$ cat config.mk
export PLATFORM = sky130hd
export DESIGN_NAME = svc_sram_rd_pipe
export DESIGN_NICKNAME = d
export VERILOG_FILES = /design/src/rtl/svc_sram_rd_pipe.sv
export SDC_FILE = /design/constraint.sdc
export NUM_CORES = 1
export LEC_CHECK = 0
export BUFFER_PORTS_ARGS = -buffer_cell sky130_fd_sc_hd__buf_4
export CAP_MARGIN = 10
export CORE_UTILIZATION = 39
export DETAILED_ROUTE_END_ITERATION = 8
export GPL_TIMING_DRIVEN = 0
export MAX_ROUTING_LAYER = met4
export PLACE_DENSITY_LB_ADDON = 0.15
export SYNTH_ARGS = -nofsm -noshare
export SYNTH_HDL_FRONTEND = slang
export SYNTH_SLANG_ARGS = --single-unit
$ cat constraint.sdc
create_clock -name clk -period 1.95 [get_ports clk]
set_clock_uncertainty 0.1 [all_clocks]
set_input_delay 0 -clock clk [delete_from_list [all_inputs] [get_ports clk]]
set_output_delay 0 -clock clk [all_outputs]
set_load 0.02 [all_outputs]
$ cat src/rtl/svc_sram_rd_pipe.sv
// Read pipeline for a fixed-latency synchronous SRAM: issues reads, tracks tags
// alongside the data and buffers responses in a credit-protected FIFO.
module svc_sram_rd_pipe #(
  parameter int ADDR_WIDTH   = 16,
  parameter int DATA_WIDTH   = 16,
  parameter int META_WIDTH   = 4,
  parameter int READ_LATENCY = 2,
  parameter int FIFO_DEPTH   = 4
) (
  input  logic                  clk,
  input  logic                  rst,
  input  logic                  sram_rd_cmd_valid,
  output logic                  sram_rd_cmd_ready,
  input  logic [ADDR_WIDTH-1:0] sram_rd_cmd_addr,
  input  logic [META_WIDTH-1:0] sram_rd_cmd_meta,
  input  logic                  sram_rd_cmd_last,
  output logic                  sram_rd_resp_valid,
  input  logic                  sram_rd_resp_ready,
  output logic [DATA_WIDTH-1:0] sram_rd_resp_data,
  output logic [META_WIDTH-1:0] sram_rd_resp_meta,
  output logic                  sram_rd_resp_last,
  output logic                  mem_rd_en,
  output logic [ADDR_WIDTH-1:0] mem_rd_addr,
  input  logic [DATA_WIDTH-1:0] mem_rd_data
);

  localparam int PTR_W = $clog2(FIFO_DEPTH);
  localparam int CNT_W = PTR_W + 1;

  logic                    accept;
  logic                    pop;
  logic                    land;
  logic [CNT_W-1:0]        out_cnt;
  logic [CNT_W-1:0]        fifo_cnt;
  logic [PTR_W-1:0]        wr_ptr;
  logic [PTR_W-1:0]        rd_ptr;
  logic [READ_LATENCY-1:0] pipe_valid;
  logic [READ_LATENCY-1:0] pipe_last;
  logic [META_WIDTH-1:0]   pipe_meta [READ_LATENCY];
  logic [DATA_WIDTH-1:0]   fifo_data [FIFO_DEPTH];
  logic [META_WIDTH-1:0]   fifo_meta [FIFO_DEPTH];
  logic                    fifo_last [FIFO_DEPTH];

  // Credits cover both in-flight tags and buffered entries, so a landing read always has room.
  assign sram_rd_cmd_ready  = !rst && (out_cnt < CNT_W'(FIFO_DEPTH));
  assign accept             = sram_rd_cmd_valid && sram_rd_cmd_ready;
  assign mem_rd_en          = accept;
  assign mem_rd_addr        = sram_rd_cmd_addr;
  assign land               = pipe_valid[READ_LATENCY-1];
  assign sram_rd_resp_valid = !rst && (fifo_cnt != '0);
  assign pop                = sram_rd_resp_valid && sram_rd_resp_ready;
  assign sram_rd_resp_data  = fifo_data[rd_ptr];
  assign sram_rd_resp_meta  = fifo_meta[rd_ptr];
  assign sram_rd_resp_last  = fifo_last[rd_ptr];

  always_ff @(posedge clk) begin
    if (rst) begin
      pipe_valid <= '0;
    end else begin
      pipe_valid[0] <= accept;
      for (int i = 1; i < READ_LATENCY; i++) pipe_valid[i] <= pipe_valid[i-1];
    end
  end

  always_ff @(posedge clk) begin
    pipe_meta[0] <= sram_rd_cmd_meta;
    pipe_last[0] <= sram_rd_cmd_last;
    for (int i = 1; i < READ_LATENCY; i++) begin
      pipe_meta[i] <= pipe_meta[i-1];
      pipe_last[i] <= pipe_last[i-1];
    end
  end

  always_ff @(posedge clk) begin
    if (land) begin
      fifo_data[wr_ptr] <= mem_rd_data;
      fifo_meta[wr_ptr] <= pipe_meta[READ_LATENCY-1];
      fifo_last[wr_ptr] <= pipe_last[READ_LATENCY-1];
    end
  end

  always_ff @(posedge clk) begin
    if (rst) begin
      wr_ptr   <= '0;
      rd_ptr   <= '0;
      fifo_cnt <= '0;
      out_cnt  <= '0;
    end else begin
      if (land) wr_ptr <= wr_ptr + PTR_W'(1);
      if (pop)  rd_ptr <= rd_ptr + PTR_W'(1);
      case ({land, pop})
        2'b10:   fifo_cnt <= fifo_cnt + CNT_W'(1);
        2'b01:   fifo_cnt <= fifo_cnt - CNT_W'(1);
        default: fifo_cnt <= fifo_cnt;
      endcase
      case ({accept, pop})
        2'b10:   out_cnt <= out_cnt + CNT_W'(1);
        2'b01:   out_cnt <= out_cnt - CNT_W'(1);
        default: out_cnt <= out_cnt;
      endcase
    end
  end

endmodule

==> results.cfg <==
[critical_path]
cp_cell_sequence = o31ai_4, nor2_2, ha_2, inv_1, fa_2, xor2_1, or3_1, a21oi_1
slowest_delay_ps = 370
crit_fanout = 2
crit_required_ps = 2140
critical_path_class = reg -> reg
crit_slowest_cell = dfxtp_4
cp.arrival_ps = 2150
endpoint_kind = flip-flop
startpoint_type = flip-flop

[power_and_ir_drop]
power.density_nw_per_um2 = 833
finalPower_mw = 4.32
power_leakage_nw = 1.88
irDropWorstVdd_v = 0.000375

[detailed_routing]
routedWlPerCell_um = 14.9
routed_wl_mm = 6.76
drc_errors = 0
drt_pass1_iterations = 4
dr_total_vias = 2089
via_per_inst = 4.61
postRouteAntennaNets = 0
first_iter_violations = 59

[global_route]
antenna_found_initial = 0
grt_pass1_wl_mm = 10.8
grt_util_all_layers = 0.137
grt_pass1_vias = 2169
grt_start_max_net_pins = 22
grt_overflow_total = 0

[logic_synthesis]
synth.top_cell.area_share = 0.627
synthFlopType = edfxtp_1
yosysMostFrequentCell = edfxtp_1
netlist_area_sq_um = 4020
synth_fp_nets = 257
synth.avg_cell_area_sq_um = 19.3
synthCells = 208
ys_seq_area_frac = 0.747
netlist_top_cells_count = edfxtp_1 (84), dfxtp_1 (24), mux4_2 (20)
synth_seq_cells = 108
synth_cell_types = 24
synth_top_area_cell = edfxtp_1
synth_edf_count = 84
yosys-top-cells-area = edfxtp_1 (63%), dfxtp_1 (12%), mux4_2 (11%), buf_4 (3.0%), ha_1 (1.9%)
async_flop_share = 0
yosysWarnings = 0

[sta]
maxSlewViolCount = 0
finalCritPeriodShare = 1.00
fin_tns_setup_ps = -8.40
period_needed_ps = 1960
holdWs_ps = 92.3
hold_viol_final = 0
fmax_mhz = 511
finalWorstSetupSlack_ps = -8.40
tightest_slew_ps = 602
rsz0062_at_grt = true
setup-violations-final = 1
relSlewSlack = 0.599

[die]
core_sq_um = 9860
num_rows = 36
start_util = 0.408
io_pins = 81
die_h_um = 104
dieWidth_um = 104
fp.dieArea_sq_um = 10700

[clock_network]
cts_tree = built
htreeDepth = 3
clock_sink_count = 108
clk_latency_ps = 360
root_buffer = clkbuf_8
cts_buffers = 9
cts_buffer_depth = 2
clkTransAtPathRegs_ps = 100

[placed_design]
placed_cells = 405
port_buffers = 64
gp_congestion = 0.700
dp_hpwl_mm = 3.91

[flow_run]
maxCapViolCount = 0

[cells_and_area]
drive_above_1_share = 0.431
syn_to_final_growth_pct = 29.1
n_antenna_cell = 0
fin_cells = 453
final_nets = 364

[status]
violations = setup timing
status = finished with violations

[min_path]
min-delay-path-class = in -> reg
-- cell type report --
type,instances,area (sq um)
Fill cell,821,4670
Timing Repair Buffer,96,788
Tap cell,133,166
Multi-Input combinational cell,68,846
Buffer,21,156
Inverter,11,41.3
Clock buffer,9,124
Sequential cell,108,3010
Clock inverter,7,56.3
-- cells in the final DEF (no fill, tap or decap), types with 2 or more instances in the layout --
cell type	netlist	layout
a21oi_1	4	4
and2_2	0	4
buf_2	2	2
buf_4	16	85
buf_6	2	2
clkbuf_8	0	9
clkinv_2	0	2
dfxtp_1	24	21
dfxtp_4	0	2
dlygate4sd3_1	0	27
edfxtp_1	84	84
fa_2	0	2
ha_1	6	4
ha_2	0	2
inv_1	11	11
inv_6	0	3
mux4_2	20	20
nor2_1	14	13
o21ai_0	2	2
or3_1	2	2
xor2_1	6	6
-- power breakdown --
group	switching (mW)	internal (mW)
Sequential	0.0256	2.52
Clock	0.776	0.486
Combinational	0.234	0.274
-- worst paths after layout --
kind | startpoint | slack [ps] | end | cells past startpoint
worst max-delay path | fifo_cnt[0]$_SDFFE_PP0P_ | -8 | fifo_cnt[2]$_SDFFE_PP0P_ | 8
worst max register to register | fifo_cnt[0]$_SDFFE_PP0P_ | -8 | fifo_cnt[2]$_SDFFE_PP0P_ | 8
worst min-delay path | rst | 90 | wr_ptr[1]$_SDFFE_PP0P_ | 3
worst min register to register | pipe_last[0]$_DFF_P_ | 240 | pipe_last[1]$_DFF_P_ | 0
-- layer usage --
layer	share of wire	up-vias	track usage	wire length (um)
met2	0.52	57	0.228	3530
met1	0.43	1039	0.161	2900
met5	0	-	-	0
met3	0.037	12	0.0252	253
met4	0.013	0	0.0683	85
li1	-	981	-	-
-- critical path, delay by kind of cell, from the launching register on --
kind            cells  cell delay (ps)
compound gates      2              190
fa+ha+maj           2              540
buf+inv             1               50
xor+xnor            1              160
flops               1              370
simple gates        2              460
-- cells by family (layout without fill, tap and decap cells) --
group | count (synthesis) | count (layout) | synth area share
fa+ha+maj | 8 | 8 | 0.0286
xor+xnor | 7 | 7 | 0.0153
simple gates | 23 | 23 | 0.0261
flops | 108 | 108 | 0.747
mux | 22 | 22 | 0.121
buf+inv | 32 | 144 | 0.0492
compound gates | 8 | 8 | 0.0128
-- metrics by stage --
step | area (sq um) | utilization | worst slack (ps)
after floorplan | 4020 | - | 13.4
after global placement | 4670 | 0.473 | -131
after detailed placement | 4670 | 0.473 | -145
after CTS | 5180 | 0.525 | -24.6
after global routing | 5190 | 0.526 | -89.7
final | 5190 | 0.526 | -8.40
-- flip-flops by register name, indices dropped and copies added, names as in the netlist, named ones only --
| register | count |
|---|---|
| pipe_valid | 2 |
| pipe_meta | 8 |
| fifo_meta | 16 |
| fifo_last | 4 |
| pipe_last | 2 |
| out_cnt | 3 |
| rd_ptr | 2 |
| fifo_cnt | 3 |
| wr_ptr | 2 |
| fifo_data | 64 |
-- what timing repair did --
action,4_1_cts,5_1_grt
pin swaps,5,2
buffers inserted,5,0
endpoints found under the hold margin,77,0
gates resized for setup,13,2
endpoints found under the setup margin,86,4
hold buffers,27,0
Note: power is estimated with default switching activity, not from simulation.
